<file path="config.mk">
export PLATFORM = sky130hd
export DESIGN_NAME = geofence_sched
export DESIGN_NICKNAME = d
export VERILOG_FILES = /design/src/rtl/geofence_sched.sv
export SDC_FILE = /design/constraint.sdc
export NUM_CORES = 1
export LEC_CHECK = 0
export CORE_MARGIN = 2
export CORE_UTILIZATION = 39
export DETAILED_ROUTE_END_ITERATION = 12
export GPL_TIMING_DRIVEN = 1
export PLACE_DENSITY = 0.66
export REMOVE_ABC_BUFFERS = 1
export SYNTH_ARGS = -nofsm -noshare
export SYNTH_HDL_FRONTEND = slang
export SYNTH_SLANG_ARGS = --single-unit
</file>
<file path="constraint.sdc">
create_clock -name clk -period 3.15 [get_ports clk]
set_input_delay 0.945 -clock clk [delete_from_list [all_inputs] [get_ports clk]]
set_output_delay 0.945 -clock clk [all_outputs]
set_load 0.01 [all_outputs]
</file>
<file path="src/rtl/geofence_sched.sv">
// geofence_sched: arbitrates four point-stream requesters onto one geofence
// engine. A job is 7 (X,Y) beats (object, then 6 fence vertices) that are
// buffered, replayed to the engine after a one-cycle engine reset, and the
// engine's inside/outside verdict (or a timeout) is returned to the owner.
//
// Handshakes: a beat moves on req_valid[i] & req_ready[i] at a rising edge;
// a result moves on res_valid & res_ready at a rising edge. Valid may be
// raised at any time; once res_valid is high the result fields hold until
// the accepting edge.
module geofence_sched #(
    parameter int TIMEOUT = 255
) (
    input  logic        clk,
    input  logic        reset,
    input  logic [3:0]  req_valid,
    input  logic [39:0] req_X,
    input  logic [39:0] req_Y,
    output logic [3:0]  req_ready,
    output logic        eng_reset,
    output logic [9:0]  eng_X,
    output logic [9:0]  eng_Y,
    input  logic        eng_valid,
    input  logic        eng_is_inside,
    output logic        res_valid,
    input  logic        res_ready,
    output logic [1:0]  res_id,
    output logic        res_inside,
    output logic        res_timeout,
    output logic        busy
);

    // WAIT counts 0..TIMEOUT-1; the job times out in the cycle holding TIMEOUT-1.
    localparam int CW = (TIMEOUT < 2) ? 1 : $clog2(TIMEOUT);
    localparam logic [CW-1:0] WAIT_LAST = CW'(TIMEOUT - 1);
    localparam logic [2:0]    LAST_BEAT = 3'd6;

    typedef enum logic [2:0] {
        IDLE   = 3'd0,
        LOAD   = 3'd1,
        ERST   = 3'd2,
        STREAM = 3'd3,
        WAIT   = 3'd4,
        RESP   = 3'd5
    } state_t;

    // state is kept as a plain named signal so checkers can bind to it.
    state_t          state;
    state_t          next_state;
    logic [1:0]      grant_id;
    logic [1:0]      rr_ptr;
    logic [1:0]      winner;
    logic [2:0]      beat_cnt;
    logic [2:0]      strm_cnt;
    logic [CW-1:0]   wait_cnt;
    logic [9:0]      buf_x [0:6];
    logic [9:0]      buf_y [0:6];
    logic [9:0]      sel_x;
    logic [9:0]      sel_y;
    logic            beat_xfer;
    logic            wait_expire;
    logic            res_inside_q;
    logic            res_timeout_q;

    // Round-robin pick: scan from rr_ptr upward, the first valid line wins.
    always_comb begin
        winner = rr_ptr;
        for (int i = 3; i >= 0; i--) begin
            if (req_valid[rr_ptr + 2'(i)]) begin
                winner = rr_ptr + 2'(i);
            end
        end
    end

    // Data lanes of the granted requester and the beat / timeout qualifiers.
    always_comb begin
        sel_x       = req_X[grant_id*10 +: 10];
        sel_y       = req_Y[grant_id*10 +: 10];
        beat_xfer   = (state == LOAD) && req_valid[grant_id];
        wait_expire = (state == WAIT) && !eng_valid && (wait_cnt == WAIT_LAST);
    end

    // Next-state logic and the state-decoded outputs.
    always_comb begin
        next_state = state;
        req_ready  = 4'b0000;
        eng_X      = 10'd0;
        eng_Y      = 10'd0;
        case (state)
            IDLE: begin
                if (|req_valid) begin
                    next_state = LOAD;
                end
            end
            LOAD: begin
                req_ready = 4'b0001 << grant_id;
                if (beat_xfer && (beat_cnt == LAST_BEAT)) begin
                    next_state = ERST;
                end
            end
            ERST: begin
                next_state = STREAM;
            end
            STREAM: begin
                eng_X = buf_x[strm_cnt];
                eng_Y = buf_y[strm_cnt];
                if (strm_cnt == LAST_BEAT) begin
                    next_state = WAIT;
                end
            end
            WAIT: begin
                if (eng_valid || wait_expire) begin
                    next_state = RESP;
                end
            end
            RESP: begin
                if (res_ready) begin
                    next_state = IDLE;
                end
            end
            default: begin
                next_state = IDLE;
            end
        endcase
    end

    // State register, counters, grant bookkeeping and the result registers.
    always_ff @(posedge clk or posedge reset) begin
        if (reset) begin
            state         <= IDLE;
            grant_id      <= 2'd0;
            rr_ptr        <= 2'd0;
            beat_cnt      <= 3'd0;
            strm_cnt      <= 3'd0;
            wait_cnt      <= '0;
            res_inside_q  <= 1'b0;
            res_timeout_q <= 1'b0;
            eng_reset     <= 1'b1;
        end else begin
            state <= next_state;
            // Engine reset is high for the ERST cycle, and for the first RESP
            // cycle after a timeout so a hung engine is cleared.
            eng_reset <= (next_state == ERST) || wait_expire;
            case (state)
                IDLE: begin
                    if (|req_valid) begin
                        grant_id <= winner;
                        rr_ptr   <= winner + 2'd1;
                        beat_cnt <= 3'd0;
                    end
                end
                LOAD: begin
                    if (beat_xfer) begin
                        beat_cnt <= beat_cnt + 3'd1;
                    end
                end
                ERST: begin
                    strm_cnt <= 3'd0;
                end
                STREAM: begin
                    strm_cnt <= strm_cnt + 3'd1;
                    wait_cnt <= '0;
                end
                WAIT: begin
                    wait_cnt <= wait_cnt + CW'(1);
                    if (eng_valid) begin
                        res_inside_q  <= eng_is_inside;
                        res_timeout_q <= 1'b0;
                    end else if (wait_expire) begin
                        res_inside_q  <= 1'b0;
                        res_timeout_q <= 1'b1;
                    end
                end
                default: begin
                end
            endcase
        end
    end

    // Beat buffer; contents are only meaningful after a full LOAD, so no reset.
    always_ff @(posedge clk) begin
        if (beat_xfer) begin
            buf_x[beat_cnt] <= sel_x;
            buf_y[beat_cnt] <= sel_y;
        end
    end

    // Result and status outputs.
    always_comb begin
        res_valid   = (state == RESP);
        res_id      = grant_id;
        res_inside  = res_inside_q;
        res_timeout = res_timeout_q;
        busy        = (state != IDLE);
    end

endmodule
</file>
Word-level counts from Yosys, hierarchy flattened --
Memory sizes are Yosys's and may differ from the RTL's. Cells that the tools add are included. W data, S select, Z words.
Cells by class: mux-type cells 34, reduce and logical (&&, ||, !) cells 17, $add $sub $neg 7, shift operators 3, magnitude comparators 5, $mul 1, eq/ne operators 11
Operator list (count):
- $shiftx A40 B7 Y10 | 2
- $mux W3 | 7
- $mux W10 | 2
- $pmux W3 S6 | 1
- $pmux W8 S2 | 1
- $lt A2 B3 Y1 const B | 5
- $eq A3 B3 Y1 const B | 4
- $pmux W3 S2 | 2
- $mux W1 | 11
- $bmux W1 S2 | 5
- $eq A3 B2 Y1 const B | 3
- $add A8 B1 Y8 const B | 1
- $eq A8 B8 Y1 const B | 1
- $mux W2 | 4
- $reduce_bool A2 Y1 | 4
- $add A3 B1 Y3 const B | 2
- $mul A2 B3 Y5 const B | 1
- $add A2 B1 Y2 const B | 2
- $add A2 B2 Y2 const B | 2
- $logic_and A1 B1 Y1 | 4
- $mux W4 | 1
- $ne A2 B2 Y1 const B | 2
- $reduce_and A2 Y1 | 2
- $reduce_or A4 Y1 | 1
- other kinds (7) | 8
Storage, ports and cells: output and inout port bits 31, bits of input ports 89, register bits after elaboration 24, memories 2, logic and storage cells 89, memory bits (writable) 140
Memory list:
- buf_x | depth 7, bits a word 10, rd ports 1, clocked after memory_dff 0, wr ports 1, RTL line 55 | logic [9:0] buf_x [0:6];
- buf_y | depth 7, bits a word 10, rd ports 1, clocked after memory_dff 0, wr ports 1, RTL line 56 | logic [9:0] buf_y [0:6];

Longest topological paths before layout --
depth in word-level cells 8, gate-level depth with buffers 9, depth with buffers taken out 6

Worst setup path before layout --
OpenSTA, ideal clock, no wires.
path type input to register, start point in req_valid[2], end point mem buf_x[4][0], enable pin, arrival time 3.030 ns, data required time 2.723 ns, library setup time 0.427 ns, stages 4, path buffers 0, slack -0.307 ns, cell sequence mux4_2 > and2_1 > nand2_1 > nor3b_1
Between the ends: longest elaborated chain between the ends 5
Ends and longest elaborated chain:
- from (decl) | RTL line 15 | input logic [3:0] req_valid,
- $bmux W1 S2 | RTL line 78 | beat_xfer = (state == LOAD) && req_valid[grant_id];
- $mux W1 (implied by the code) | RTL line 78
- $logic_and A1 B1 Y1 | RTL line 78
- $mux W1 | RTL line 181 | if (beat_xfer) begin
- $mux W1 (implied by the code) | RTL line 182 | buf_x[beat_cnt] <= sel_x;
- to (decl) | RTL line 55
No other way between the ends. The select of a mux whose other input is x is not followed.

Final worst setup path --
start point reg strm_cnt[0], end point out eng_Y[8]
Between the ends: longest elaborated chain between the ends 2
Ends and longest elaborated chain:
- from (decl) | RTL line 53 | logic [2:0] strm_cnt;
- from (signal assigned) | RTL line 160 | strm_cnt <= strm_cnt + 3'd1;
- $mem_v2 Z7 W10
- $mux W10 | RTL line 88 | case (state)
- to (decl) | RTL line 21 | output logic [9:0] eng_Y,
No other way between the ends.

==> qor.txt <==
Area grow syn2layout -> 31.3%
First-pass GRT wire length -> 24600 um
Synth Area in XOR/XNOR -> 0%
DRC -> 0
Critical path fanouts, max -> 11
Min Clock Period, post-route -> 3.02 ns
Final hold vios -> 0
Synth top area cells -> edfxtp_1 58%, mux4_2 13%, dfrtp_1 7.9%
H-tree depth -> 4
Register area share after synthesis -> 65.9%
Root Driver -> clkbuf_16
Synth area leader -> edfxtp_1
Simple-Gate Fraction of Synth Area -> 8.38%
Total gr overflow -> 0
CTS tree -> yes
Most frequent cells in the layout -> 140 x edfxtp_1, 99 x clkdlybuf4s50_1, 53 x nand2_1
CTS Buffer Depth -> 2
Hold Path Class -> reg -> reg
Port bufs -> 119
Post-DRT Antenna Nets -> 0
Dpl cell area -> 0.00899 mm2
Slew Limit Fails -> 0
Post-synthesis mux area share -> 18.7%
Layout cell share with drive strength beyond 1 -> 19.0%
Avg Cell Area, Syn -> 15.8 um2
Via Count -> 4491
Clock transition at path regs -> 0.06 ns
Post-synth top flop -> edfxtp_1
CP Data Required Time -> 2.20 ns
Post-synthesis register bit count -> 164
Post-DP HPWL -> 10200 um
Distinct cells, synth -> 45
Syn Std Cell Area -> 0.00729 mm2
Worst path cell trace -> buf_12 -> mux4_2 -> mux2i_1 -> nor2_1 -> dlygate4sd2_1
Drt total wl -> 15800 um
Synth top area share -> 57.7%
P_leak -> 3.42 nW
P per Cell Area -> 859 mW/mm2
Vert. Die Dim -> 141 um
Peak supply drop -> 0.000505 V
Total power -> 8.22 mW
Rel. slew slack -> 23.6%
Adder-cell share of the synthesized area -> 1.03%
Num CTS Buffers -> 17
Worst hold margin -> 0.485 ns
Nets -> 700
Worst Tran Pin Value -> 1.14 ns
Routed WL per cell -> 18.7 um
Tot GR Track Use -> 16.4%
Die Span X -> 141 um
Asr flop ratio synth -> 14.6%
I/O pins -> 120
Row count -> 49
RSZ-0062 raised after global routing -> false
Core Box Area -> 0.0181 mm2
WS Path Type -> reg -> out
Multi-input logic area -> 0.00236 mm2
Setup_tns -> 0 ns
Iter 0 DRT Violations -> 266
Die area -> 0.0198 mm2
Max Cap Viol -> 0
Final critical-path share of the clock period -> 96.0%
Slowest-stage cell, CP -> mux4_2
# diodes -> 0
Largest net degree at the start of global routing -> 40
EDFF count, synth -> 140
Vias in the first global route -> 4679
Dpl cells -> 812
Fillcell total -> 1505
Antenna violations before repair -> 0
Post-Syn Instances -> 460
Non-filler cells, final -> 844
RD Place Congestion -> 0.771
Clk sinks -> 164
Crit path arrival time -> 2.08 ns
Compound-Gate Fraction of Synth Area -> 3.78%
Warnings, synthesis -> 0
CP endpoint kind -> primary output
Final instance area -> 0.00957 mm2
Fmax -> 331 MHz
Hold buffers post-CTS -> 0
DR pass1 iterations -> 5
Setup violators final -> 0
Status -> complete, no violations
CP Launch Type -> flop
Largest stage delay, worst path -> 0.51 ns
Clock Latency Late Sink -> 0.42 ns
Detail-routed via count per cell -> 5.32
Register area -> 0.00481 mm2
Largest family of logic cells by synthesized area -> multiplexers
Most common cell after layout, fill and taps aside -> edfxtp_1
Worst clock skew -> 0.00753 ns
Initial core utilization -> 40.2%
-- registers in the layout (all words and copies together) (netlist names) --
name         cells
state            3
strm_cnt         3
eng_reset        1
buf_x           70
beat_cnt         3
res_id           2
wait_cnt         8
rr_ptr           2
res_timeout      1
buf_y           70
res_inside       1
-- kinds of logic after synthesis --
kind of cell	after synthesis
and+or+nand+nor	125
adders and majority gates	6
muxes	85
DFF	164
buffers and inverters	32
AOI/OAI and AO/OA	48
-- metrics by stage --
step | utilization [%] | setup slack, ns
floorplan | - | -0.668
global placement | 49.5 | -0.0963
detailed placement | 49.5 | -0.175
CTS | 52.4 | 0.0415
global route | 52.7 | 0.0332
finish | 52.7 | 0.126
-- worst paths after layout --
| check | from | slack (ns) | cells past startpoint | to |
|---|---|---|---|---|
| setup / recovery | strm_cnt[0] | 0.13 | 5 | eng_Y[8] |
| hold / removal | wait_cnt[7] | 0.48 | 1 | wait_cnt[7] |
| setup reg to reg | state[1] | 0.67 | 5 | buf_x[6][0] |
| hold reg to reg | wait_cnt[7] | 0.48 | 1 | wait_cnt[7] |
| max in group asynchronous | reset | 1.67 | 3 | wait_cnt[3] |
| min in group asynchronous | reset | 0.90 | 2 | state[0] |
-- report_power, final --
group          switching (mW)  total [mW]  internal (mW)
clock network           0.788        1.93           1.14
registers               0.184        3.29           3.10
logic                    1.59        3.00           1.41
total                    2.57        8.22           5.65
-- routing by layer --
metal / vias up / global-route usage [%] / wire [um]
met5: - / 0 / 0
met4: 0 / 4.89 / 189
met3: 14 / 3.70 / 756
met2: 136 / 28.4 / 8050
met1: 2272 / 20.7 / 6780
li1: 2069 / - / -
-- area by class of cell --
type | instances | area share, %
Tap cell | 229 | 2.99
Sequential cell | 164 | 50.3
Timing Repair Buffer | 151 | 16.1
Multi-Input combinational cell | 264 | 24.7
Clock inverter | 12 | 1.22
Clock buffer | 17 | 4.45
Inverter | 7 | 0.275
-- synth_stat cells, types with 2 or more instances --
cell type  count
clkbuf_1      12
o21ai_1        3
nor2_1        28
edfxtp_1     140
and3_1         4
a21oi_1        2
inv_1          7
o21ai_0       31
nand3_1        7
nor3b_1        5
nand4_1        6
nand2_1       54
mux4_2        41
a31oi_1        2
nor2b_1        5
nor3b_2        2
buf_6          2
nand2b_1       2
dfrtp_1       23
ha_1           6
nor3_1         3
buf_4          4
buf_2          6
mux2i_1       44
-- timing repair --
item,CTS,global route
pin swaps,0,0
buffers inserted,0,1
gates cloned,0,2
resized for setup,22,0
setup endpoints to repair,20,1
-- worst max-delay path: cells and delay by family (launching register included) --
kind | cells | cell delay (ns)
AND/OR/NAND/NOR | 1 | 0.07
flip-flops | 1 | 0.42
multiplexers | 2 | 0.71
buffers and inverters | 2 | 0.45
Power figures use the tool's default switching activity.
